File: src/rtl/bcd_seq_conv.sv
// bcd_seq_conv
//   Iterative binary-to-BCD converter using shift-and-add-3 (double dabble).
//   It generalises the older combinational 8-bit ones/tens/hundreds converter
//   to WIDTH input bits and DIGITS output digits. It also adds a two's-complement
//   mode with a sign output, and an overflow flag for when DIGITS is too few.
//
// Ports
//   clk        in   rising-edge clock
//   rst_n      in   asynchronous active-low reset
//   start      in   conversion request, sampled only while idle
//   sign_mode  in   1 = bin is two's complement, 0 = unsigned (sampled with start)
//   bin        in   WIDTH-bit operand (sampled with start)
//   busy       out  conversion in progress
//   done       out  one-cycle pulse, results valid
//   bcd        out  packed BCD, digit k at [4k+3:4k], digit 0 = ones
//   neg        out  result is negative (signed mode only)
//   overflow   out  magnitude needed more than DIGITS digits
//
// Timing: the start edge loads the operand. The next WIDTH edges each run one
// iteration. The last iteration also registers bcd/neg/overflow and pulses done.
// A start that is held high is therefore re-accepted on the edge where done is
// high. This gives one conversion every WIDTH+1 clocks.

module bcd_seq_conv #(
  parameter int WIDTH  = 8,
  parameter int DIGITS = 3
) (
  input  logic                  clk,
  input  logic                  rst_n,
  input  logic                  start,
  input  logic                  sign_mode,
  input  logic [WIDTH-1:0]      bin,
  output logic                  busy,
  output logic                  done,
  output logic [4*DIGITS-1:0]   bcd,
  output logic                  neg,
  output logic                  overflow
);

  localparam int SW = 4 * DIGITS;
  localparam int CW = $clog2(WIDTH + 1);

  typedef enum logic {
    ST_IDLE,
    ST_SHIFT
  } state_t;

  state_t             r_state;
  state_t             w_next_state;

  logic [CW-1:0]      r_cnt;
  logic [WIDTH-1:0]   r_mag;
  logic [SW-1:0]      r_scr;
  logic               r_sign;
  logic               r_ovf_acc;

  logic [SW-1:0]      r_bcd;
  logic               r_neg;
  logic               r_ovf;
  logic               r_done;

  logic               w_load_neg;
  logic [WIDTH-1:0]   w_load_mag;
  logic [SW-1:0]      w_adj;
  logic [SW-1:0]      w_scr_nxt;
  logic [WIDTH-1:0]   w_mag_nxt;
  logic               w_out_bit;
  logic               w_last;

  // Operand conditioning. For the most negative value, negation wraps back to
  // the same bit pattern. Read as unsigned, that pattern is the correct
  // magnitude 2^(WIDTH-1).
  always_comb begin
    w_load_neg = sign_mode & bin[WIDTH-1];
    w_load_mag = w_load_neg ? (~bin + WIDTH'(1)) : bin;
  end

  // One double-dabble iteration. First adjust every digit that is >= 5.
  // Then shift {scratch, magnitude} left by one bit. The bit that leaves the
  // top digit is lost from the result, but it is recorded as overflow.
  always_comb begin
    w_adj = r_scr;
    for (int unsigned d = 0; d < DIGITS; d++) begin
      if (r_scr[4*d +: 4] >= 4'd5)
        w_adj[4*d +: 4] = r_scr[4*d +: 4] + 4'd3;
    end
    {w_out_bit, w_scr_nxt, w_mag_nxt} = {w_adj, r_mag, 1'b0};
  end

  assign w_last = (r_cnt == CW'(WIDTH - 1));

  always_comb begin
    w_next_state = r_state;
    case (r_state)
      ST_IDLE:  if (start)  w_next_state = ST_SHIFT;
      ST_SHIFT: if (w_last) w_next_state = ST_IDLE;
      default:              w_next_state = ST_IDLE;
    endcase
  end

  always_ff @(posedge clk or negedge rst_n) begin
    if (!rst_n) begin
      r_state   <= ST_IDLE;
      r_cnt     <= '0;
      r_mag     <= '0;
      r_scr     <= '0;
      r_sign    <= 1'b0;
      r_ovf_acc <= 1'b0;
      r_bcd     <= '0;
      r_neg     <= 1'b0;
      r_ovf     <= 1'b0;
      r_done    <= 1'b0;
    end else begin
      r_state <= w_next_state;
      r_done  <= 1'b0;
      case (r_state)
        ST_IDLE: begin
          if (start) begin
            r_mag     <= w_load_mag;
            r_sign    <= w_load_neg;
            r_scr     <= '0;
            r_cnt     <= '0;
            r_ovf_acc <= 1'b0;
          end
        end
        ST_SHIFT: begin
          r_scr     <= w_scr_nxt;
          r_mag     <= w_mag_nxt;
          r_cnt     <= r_cnt + CW'(1);
          r_ovf_acc <= r_ovf_acc | w_out_bit;
          if (w_last) begin
            r_bcd  <= w_scr_nxt;
            r_ovf  <= r_ovf_acc | w_out_bit;
            // The sign is set only when the top bit is set in signed mode.
            // The magnitude is never zero in that case, so neg stays 0 for a
            // zero result.
            r_neg  <= r_sign;
            r_done <= 1'b1;
          end
        end
        default: ;
      endcase
    end
  end

  assign busy     = (r_state == ST_SHIFT);
  assign done     = r_done;
  assign bcd      = r_bcd;
  assign neg      = r_neg;
  assign overflow = r_ovf;

endmodule
File: config.mk
export PLATFORM = sky130hd
export DESIGN_NAME = bcd_seq_conv
export DESIGN_NICKNAME = d
export VERILOG_FILES = /design/src/rtl/bcd_seq_conv.sv
export SDC_FILE = /design/constraint.sdc
export NUM_CORES = 1
export LEC_CHECK = 0
export CORE_ASPECT_RATIO = 0.9
export CORE_MARGIN = 1.5
export CORE_UTILIZATION = 30
export DETAILED_ROUTE_END_ITERATION = 6
export PLACE_DENSITY = 0.55
export SETUP_SLACK_MARGIN = 0.5
export SLEW_MARGIN = 20
export SYNTH_ARGS = -nofsm -noshare
export SYNTH_HDL_FRONTEND = slang
export SYNTH_SLANG_ARGS = --single-unit
export TNS_END_PERCENT = 100
File: constraint.sdc
create_clock -name clk -period 1.45 [get_ports clk]
set_input_delay 0.145 -clock clk [delete_from_list [all_inputs] [get_ports clk]]
set_output_delay 0.145 -clock clk [all_outputs]
set_load 0.01 [all_outputs]
==> results of run 1 <==
## critical path, cell delays in order, from the launching register on
cell	delay, ns
sky130_fd_sc_hd__dfrtp_1	0.38
sky130_fd_sc_hd__ha_2	0.19
sky130_fd_sc_hd__nand4b_1	0.18
sky130_fd_sc_hd__inv_4	0.20
sky130_fd_sc_hd__mux2_2	0.36
## registers in the layout, indices dropped and copies added, names as in the netlist
| signal | cells |
|---|---|
| bcd | 12 |
| busy | 1 |
| done | 1 |
| neg | 1 |
| overflow | 1 |
| r_cnt | 4 |
| r_mag | 8 |
| r_ovf_acc | 1 |
| r_scr | 12 |
| r_sign | 1 |
## cell families after synthesis
group	share of synthesized area
flops	0.508
simple gates	0.146
mux	0.0859
xor+xnor	0.0381
buf+inv	0.0339
fa+ha+maj	0.0484
compound gates	0.140
## worst paths after layout
check	start	endpoint	slack [ns]	depth (start not counted)
hold / removal	bin[0]	r_mag[0]$_DFFE_PN0P_	0.26	4
setup / recovery	r_cnt[1]$_DFFE_PN0P_	bcd[5]$_DFFE_PN0P_	0.02	4
min in group asynchronous	rst_n	bcd[10]$_DFFE_PN0P_	0.31	2
max in group asynchronous	rst_n	r_scr[8]$_DFFE_PN0P_	0.66	3
setup reg to reg	r_cnt[1]$_DFFE_PN0P_	bcd[5]$_DFFE_PN0P_	0.02	4
hold reg to reg	overflow$_DFFE_PN0P_	overflow$_DFFE_PN0P_	0.49	2
## report_power, final
group          switching, mW  internal [mW]  total [mW]
Combinational           1.80           2.52        4.31
Clock                  0.435          0.690        1.13
Sequential             0.486           1.71        2.19
Total                   2.72           4.91        7.63
## metal layers
metal / up-vias / part of all wire / GRT usage / wire length (um)
li1: 891 / - / - / -
met1: 881 / 0.45 / 0.171 / 2350
met2: 23 / 0.52 / 0.271 / 2740
met3: 5 / 0.022 / 0.0259 / 118
met4: 0 / 0.011 / 0.0524 / 57
met5: - / 0 / 0 / 0
## cells in the final DEF (no fill, tap or decap), types with 3 or more instances in the layout
master / instances
sky130_fd_sc_hd__buf_2: 16
sky130_fd_sc_hd__nor3b_4: 5
sky130_fd_sc_hd__a21oi_1: 4
sky130_fd_sc_hd__dlygate4sd2_1: 6
sky130_fd_sc_hd__xnor2_1: 7
sky130_fd_sc_hd__o21ai_1: 11
sky130_fd_sc_hd__clkbuf_8: 5
sky130_fd_sc_hd__a21o_1: 7
sky130_fd_sc_hd__nand2_1: 13
sky130_fd_sc_hd__nor2_1: 7
sky130_fd_sc_hd__inv_2: 6
sky130_fd_sc_hd__buf_6: 14
sky130_fd_sc_hd__nand2b_4: 4
sky130_fd_sc_hd__nor3_1: 5
sky130_fd_sc_hd__nand3_1: 3
sky130_fd_sc_hd__buf_4: 47
sky130_fd_sc_hd__buf_8: 5
sky130_fd_sc_hd__o21ai_2: 3
sky130_fd_sc_hd__dfrtp_1: 41
sky130_fd_sc_hd__ha_2: 4
sky130_fd_sc_hd__nor3b_2: 4
sky130_fd_sc_hd__a21oi_4: 3
sky130_fd_sc_hd__a22o_1: 4
sky130_fd_sc_hd__ha_4: 4
sky130_fd_sc_hd__nand2_2: 9
sky130_fd_sc_hd__nor3b_1: 3
sky130_fd_sc_hd__mux2i_1: 10
sky130_fd_sc_hd__a21oi_2: 7
sky130_fd_sc_hd__inv_4: 3
sky130_fd_sc_hd__mux2_2: 4
## cell type report
cell class / count / share of cell area
inverter: 10 / 0.0129
clock buffer: 5 / 0.0197
sequential: 42 / 0.302
clock inverter: 3 / 0.0197
tap: 90 / 0.0323
timing repair buffer: 95 / 0.241
multi-input combinational: 141 / 0.372
## timing repair
action,in CTS,in global routing
hold buffers,1,0
pin swaps,10,21
setup buffers,25,14
endpoints found under the setup margin,57,58
resized for setup,131,55
cloned,3,1
hold endpoints to repair,16,0
==> impl_metrics.prom, run 1 <==
# TYPE chip_impl_metric gauge
chip_impl_metric{name="cts_max_level",unit=""} 2
chip_impl_metric{name="final_hold_viol_count",unit=""} 0
chip_impl_metric{name="drcViolationCount",unit=""} 0
chip_impl_metric{name="multi_input_comb_area",unit="um2"} 1300
chip_impl_metric{name="gp_routability_congestion",unit=""} 0.874
chip_impl_metric{name="final_min_period_over_clock_period",unit=""} 0.983
chip_impl_metric{name="synth_fp_nets",unit=""} 220
chip_impl_metric{name="synth-edff-count",unit=""} 0
chip_impl_metric{name="grt_overflow",unit=""} 0
chip_impl_metric{name="netlist_instances",unit=""} 200
chip_impl_metric{name="numClockSinks",unit=""} 42
chip_impl_metric{name="avgSynthCellArea",unit="um2"} 10.3
chip_impl_metric{name="finish.utilization",unit=""} 0.526
chip_impl_info{name="synth.top_cells.by_area",value="sky130_fd_sc_hd__dfrtp_1 (51%), sky130_fd_sc_hd__mux2i_1 (5.3%), sky130_fd_sc_hd__ha_1 (4.8%)"} 1
chip_impl_metric{name="grt_start_max_net_pins",unit=""} 27
chip_impl_metric{name="timing.clock.skew",unit="ns"} 0.00828
chip_impl_metric{name="synth-seq-cells",unit=""} 42
chip_impl_metric{name="num_antenna_cells",unit=""} 0
chip_impl_metric{name="seq_area",unit="um2"} 1050
chip_impl_metric{name="synth-warning-count",unit=""} 0
chip_impl_info{name="yosys.cell_count.top_type",value="sky130_fd_sc_hd__dfrtp_1"} 1
chip_impl_metric{name="fp.dieArea",unit="um2"} 7410
chip_impl_metric{name="totalNegativeSetupSlack",unit="ns"} 0
chip_impl_metric{name="final.min_clock_period",unit="ns"} 1.43
chip_impl_metric{name="finalPower",unit="mW"} 7.63
chip_impl_metric{name="finalHoldWorstSlack",unit="ns"} 0.264
chip_impl_metric{name="placement.setup.worst_slack",unit="ns"} -0.252
chip_impl_info{name="hp-class",value="in -> reg"} 1
chip_impl_metric{name="fp.coreArea",unit="um2"} 6620
chip_impl_metric{name="setup_viol",unit=""} 0
chip_impl_metric{name="detail_route.iter0.violations",unit=""} 33
chip_impl_metric{name="post_route_cells_drive_above_1_share",unit=""} 0.557
chip_impl_metric{name="slew_violations",unit=""} 0
chip_impl_info{name="clk_root_buffer_cell",value="sky130_fd_sc_hd__clkbuf_8"} 1
chip_impl_metric{name="placed_area",unit="um2"} 2710
chip_impl_metric{name="finalWirelength",unit="um"} 5270
chip_impl_metric{name="cellPowerDensity",unit="nW/um2"} 2190
chip_impl_info{name="synth_largest_area_cell",value="sky130_fd_sc_hd__dfrtp_1"} 1
chip_impl_metric{name="number_of_buffers_added_on_ports",unit=""} 27
chip_impl_metric{name="maxCapViolCount",unit=""} 0
chip_impl_metric{name="synth_async_reset_ratio",unit=""} 1.00
chip_impl_metric{name="firstDrtPassIters",unit=""} 6
chip_impl_info{name="status",value="complete, no violations"} 1
chip_impl_metric{name="arrival",unit="ns"} 1.61
chip_impl_metric{name="final_design_area_no_fill",unit="um2"} 3480
chip_impl_metric{name="netlist_area",unit="um2"} 2070
chip_impl_metric{name="grt_antenna_before_repair",unit=""} 0
chip_impl_metric{name="clock_latency",unit="ns"} 0.30
chip_impl_metric{name="max_freq",unit="MHz"} 702
chip_impl_metric{name="required_time_of_the_critical_path",unit="ns"} 1.64
chip_impl_info{name="tritoncts",value="done"} 1
chip_impl_metric{name="area.growth.synth_to_final",unit="%"} 68.4
chip_impl_metric{name="global_route.usage.total",unit=""} 0.146
chip_impl_metric{name="synth_top_cell_area_share",unit=""} 0.508
chip_impl_metric{name="synth_cell_type_count",unit=""} 31
chip_impl_metric{name="place_hpwl",unit="um"} 3180
chip_impl_metric{name="floorplan.rows",unit=""} 28
chip_impl_info{name="synth_top_flop_cell",value="sky130_fd_sc_hd__dfrtp_1"} 1
chip_impl_metric{name="filler_cell_count",unit=""} 589
chip_impl_metric{name="grt_pass1_wl",unit="um"} 8530
chip_impl_metric{name="cts_buffer_depth",unit=""} 2
chip_impl_metric{name="cts.clk_slew.worst_paths",unit="ns"} 0.09
chip_impl_metric{name="synth_seq_area_share",unit=""} 0.508
chip_impl_info{name="worstSetupPathType",value="reg -> reg"} 1
chip_impl_metric{name="routed_wire_length_per_instance",unit="um"} 13.6
chip_impl_metric{name="effective_utilization_at_floorplan",unit=""} 0.313
chip_impl_metric{name="viasPerCell",unit=""} 4.66
chip_impl_metric{name="number_of_global_route_vias_before_repair",unit=""} 1802
chip_impl_info{name="synth.top_cells.by_count",value="sky130_fd_sc_hd__dfrtp_1 (42), sky130_fd_sc_hd__nand2_1 (23), sky130_fd_sc_hd__o21ai_0 (15)"} 1
chip_impl_metric{name="cts-buffers-inserted",unit=""} 5
chip_impl_metric{name="vdd.ir_drop.worst",unit="V"} 0.000659
chip_impl_metric{name="path_max_fanout",unit=""} 9
chip_impl_metric{name="num_vias",unit=""} 1800
chip_impl_metric{name="fin_nets",unit=""} 315
chip_impl_metric{name="p_leak",unit="nW"} 1.65
chip_impl_metric{name="antenna_left",unit=""} 0
chip_impl_metric{name="finalWorstSetupSlack",unit="ns"} 0.0249
chip_impl_metric{name="dp_cells",unit=""} 334
chip_impl_metric{name="layoutNonFillerInstCount",unit=""} 386
chip_impl_metric{name="floorplan.io_pins",unit=""} 28
chip_impl_info{name="crit_path_start_kind",value="flop"} 1
chip_impl_metric{name="tightestPinTransition",unit="ns"} 0.412
chip_impl_info{name="rsz0062_at_grt",value="yes"} 1
chip_impl_metric{name="die_width",unit="um"} 90.6
chip_impl_metric{name="fp.dieH",unit="um"} 81.8
chip_impl_info{name="worst_setup_path_end_kind",value="flop"} 1
chip_impl_metric{name="worst_relative_slew_slack",unit=""} 0.725
Power figures use the tool's default switching activity.
==> inputs of run 2 (changes only) <==
- SETUP_SLACK_MARGIN: 0.5 -> 0.15
==> impl_metrics.prom, run 2 (synthesis gave the netlist of run 1 again) <==
# TYPE chip_impl_metric gauge
chip_impl_info{name="status",value="complete, no violations"} 1
chip_impl_metric{name="grt_pass1_wl",unit="um"} 7590
chip_impl_metric{name="drcViolationCount",unit=""} 0
chip_impl_info{name="tritoncts",value="done"} 1
chip_impl_metric{name="share_comb_of_total_power",unit=""} 0.538
chip_impl_metric{name="numClockSinks",unit=""} 42
chip_impl_metric{name="timing.clock.skew",unit="ns"} 0.00820
chip_impl_metric{name="cts_max_level",unit=""} 2
chip_impl_metric{name="grt_start_max_net_pins",unit=""} 36
chip_impl_metric{name="antenna_left",unit=""} 0
chip_impl_metric{name="grt_antenna_before_repair",unit=""} 0
chip_impl_metric{name="number_of_buffers_added_on_ports",unit=""} 27
chip_impl_metric{name="effective_utilization_at_floorplan",unit=""} 0.313
chip_impl_info{name="reg2reg_to",value="bcd[5]$_DFFE_PN0P_"} 1
chip_impl_metric{name="sw_frac_of_total",unit=""} 0.371
chip_impl_metric{name="final.min_clock_period",unit="ns"} 1.45
chip_impl_metric{name="power.internal",unit="mW"} 4.00
chip_impl_metric{name="totalNegativeSetupSlack",unit="ns"} 0
chip_impl_metric{name="fp.dieH",unit="um"} 81.8
chip_impl_metric{name="finish.utilization",unit=""} 0.459
chip_impl_metric{name="setup_viol",unit=""} 0
chip_impl_metric{name="gp_routability_congestion",unit=""} 0.797
chip_impl_metric{name="required_time_of_the_critical_path",unit="ns"} 1.63
chip_impl_metric{name="multi_input_comb_area",unit="um2"} 1160
chip_impl_metric{name="vdd.ir_drop.worst",unit="V"} 0.000629
chip_impl_metric{name="finalWirelength",unit="um"} 4630
chip_impl_metric{name="slew_violations",unit=""} 0
chip_impl_metric{name="cellPowerDensity",unit="nW/um2"} 2090
chip_impl_metric{name="fp.dieArea",unit="um2"} 7410
chip_impl_metric{name="firstDrtPassIters",unit=""} 4
chip_impl_info{name="worstSetupPathType",value="reg -> reg"} 1
chip_impl_metric{name="floorplan.rows",unit=""} 28
chip_impl_metric{name="place_hpwl",unit="um"} 3020
chip_impl_info{name="rsz0062_at_grt",value="yes"} 1
chip_impl_metric{name="p_leak",unit="nW"} 1.42
chip_impl_metric{name="cts_buffer_depth",unit=""} 2
chip_impl_metric{name="worst_relative_slew_slack",unit=""} 0.715
chip_impl_metric{name="layoutNonFillerInstCount",unit=""} 355
chip_impl_metric{name="die_width",unit="um"} 90.6
chip_impl_metric{name="fin_nets",unit=""} 284
chip_impl_metric{name="num_antenna_cells",unit=""} 0
chip_impl_metric{name="routed_wire_length_per_instance",unit="um"} 13.0
chip_impl_metric{name="clock_latency",unit="ns"} 0.29
chip_impl_metric{name="dp_cells",unit=""} 335
chip_impl_metric{name="final_design_area_no_fill",unit="um2"} 3040
chip_impl_metric{name="number_of_global_route_vias_before_repair",unit=""} 1606
chip_impl_info{name="crit_path_start_kind",value="flop"} 1
chip_impl_metric{name="global_route.usage.total",unit=""} 0.131
chip_impl_metric{name="arrival",unit="ns"} 1.62
chip_impl_metric{name="filler_cell_count",unit=""} 626
chip_impl_metric{name="final_hold_viol_count",unit=""} 0
chip_impl_metric{name="ff2ff_path_depth",unit=""} 4
chip_impl_metric{name="area.growth.synth_to_final",unit="%"} 46.8
chip_impl_metric{name="fp.coreArea",unit="um2"} 6620
chip_impl_metric{name="reg2reg_slack",unit="ns"} 0.004
chip_impl_metric{name="share_seq_of_total_power",unit=""} 0.339
chip_impl_metric{name="detail_route.iter0.violations",unit=""} 37
chip_impl_metric{name="path_max_fanout",unit=""} 8
chip_impl_info{name="clk_root_buffer_cell",value="sky130_fd_sc_hd__clkbuf_8"} 1
chip_impl_metric{name="final_min_period_over_clock_period",unit=""} 0.997
chip_impl_metric{name="floorplan.io_pins",unit=""} 28
chip_impl_metric{name="cts-buffers-inserted",unit=""} 5
chip_impl_metric{name="num_vias",unit=""} 1656
chip_impl_metric{name="viasPerCell",unit=""} 4.66
chip_impl_metric{name="p_clk_frac",unit=""} 0.122
chip_impl_info{name="commonest_cells_after_routing_fill_and_taps_aside",value="sky130_fd_sc_hd__dfrtp_1 (40), sky130_fd_sc_hd__buf_4 (30), sky130_fd_sc_hd__nand2_1 (20), sky130_fd_sc_hd__dlygate4sd2_1 (17), sky130_fd_sc_hd__a21oi_1 (10)"} 1
chip_impl_metric{name="post_route_cells_drive_above_1_share",unit=""} 0.336
chip_impl_metric{name="max_freq",unit="MHz"} 692
chip_impl_metric{name="seq_area",unit="um2"} 1050
chip_impl_metric{name="placed_area",unit="um2"} 2670
chip_impl_info{name="r2r_start",value="r_cnt[0]$_DFFE_PN0P_"} 1
chip_impl_metric{name="grt_overflow",unit=""} 0
chip_impl_info{name="final_common_cell",value="sky130_fd_sc_hd__dfrtp_1"} 1
chip_impl_info{name="worst_setup_path_end_kind",value="flop"} 1
chip_impl_metric{name="cts.clk_slew.worst_paths",unit="ns"} 0.08
chip_impl_metric{name="tightestPinTransition",unit="ns"} 0.428
chip_impl_info{name="hp-class",value="in -> async"} 1
chip_impl_metric{name="maxCapViolCount",unit=""} 0
chip_impl_metric{name="total_switching_power",unit="mW"} 2.36
==> run 2: layout make-up <==
class | count | share of cell area
Multi-Input combinational cell | 141 | 0.382
Clock inverter | 1 | 0.00165
Inverter | 10 | 0.0132
Tap cell | 90 | 0.0371
Clock buffer | 7 | 0.0284
Timing Repair Buffer | 64 | 0.191
Sequential cell | 42 | 0.347
==> run 2: how the worst max path moves through the flow <==
stage | from | endpoint | slack [ns] | cells past startpoint
after detailed placement | bin[0] | r_mag[4]$_DFFE_PN0P_ | -0.32 | 7
after floorplan | r_cnt[0]$_DFFE_PN0P_ | bcd[10]$_DFFE_PN0P_ | 0.08 | 4
after CTS | r_scr[1]$_DFFE_PN0P_ | bcd[2]$_DFFE_PN0P_ | 0.02 | 6
final | r_cnt[0]$_DFFE_PN0P_ | bcd[5]$_DFFE_PN0P_ | 0.004 | 4
after global routing | r_cnt[0]$_DFFE_PN0P_ | bcd[5]$_DFFE_PN0P_ | -0.05 | 4
after global placement | bin[0] | r_mag[4]$_DFFE_PN0P_ | -0.28 | 7
==> run 2: routing by layer <==
metal,share of wire,vias up,GRT usage
met5,0,-,0
met4,0.011,0,0.0429
met3,0.031,4,0.0296
met2,0.49,30,0.226
met1,0.47,798,0.163
li1,-,824,-
==> run 2: power groups by stage <==
| stage | clock (mW) | combinational (mW) | sequential [mW] |
|---|---|---|---|
| after CTS | 0.808 | 3.15 | 2.12 |
| after detailed placement | 0 | 2.77 | 2.10 |
| after floorplan | 0 | 1.68 | 2.14 |
| after global routing | 0.877 | 3.77 | 2.23 |
| after global placement | 0 | 2.73 | 2.10 |
| final | 0.778 | 3.42 | 2.16 |
==> run 2: timing repair <==
item	in CTS	in global routing
hold endpoints to repair	16	0
pin swaps	7	12
hold buffers	1	0
gates cloned	0	1
setup endpoints to repair	35	26
buffers inserted	8	3
resized for setup	49	22
==> run 2: worst max-delay path: stages (launching register included) <==
cell and delay, ns:
sky130_fd_sc_hd__dfrtp_1 0.38, sky130_fd_sc_hd__ha_2 0.21, sky130_fd_sc_hd__nand4b_1 0.20, sky130_fd_sc_hd__inv_4 0.19
sky130_fd_sc_hd__mux2_2 0.34
==> run 2: stage by stage <==
stage	hold WS, ns	worst slack, ns	total power [mW]
finish	0.320	0.00394	6.36
CTS	0.335	0.0215	6.08
global placement	0.113	-0.280	4.84
floorplan	-0.151	0.0785	3.82
global route	0.350	-0.0536	6.88
detailed placement	0.110	-0.318	4.87
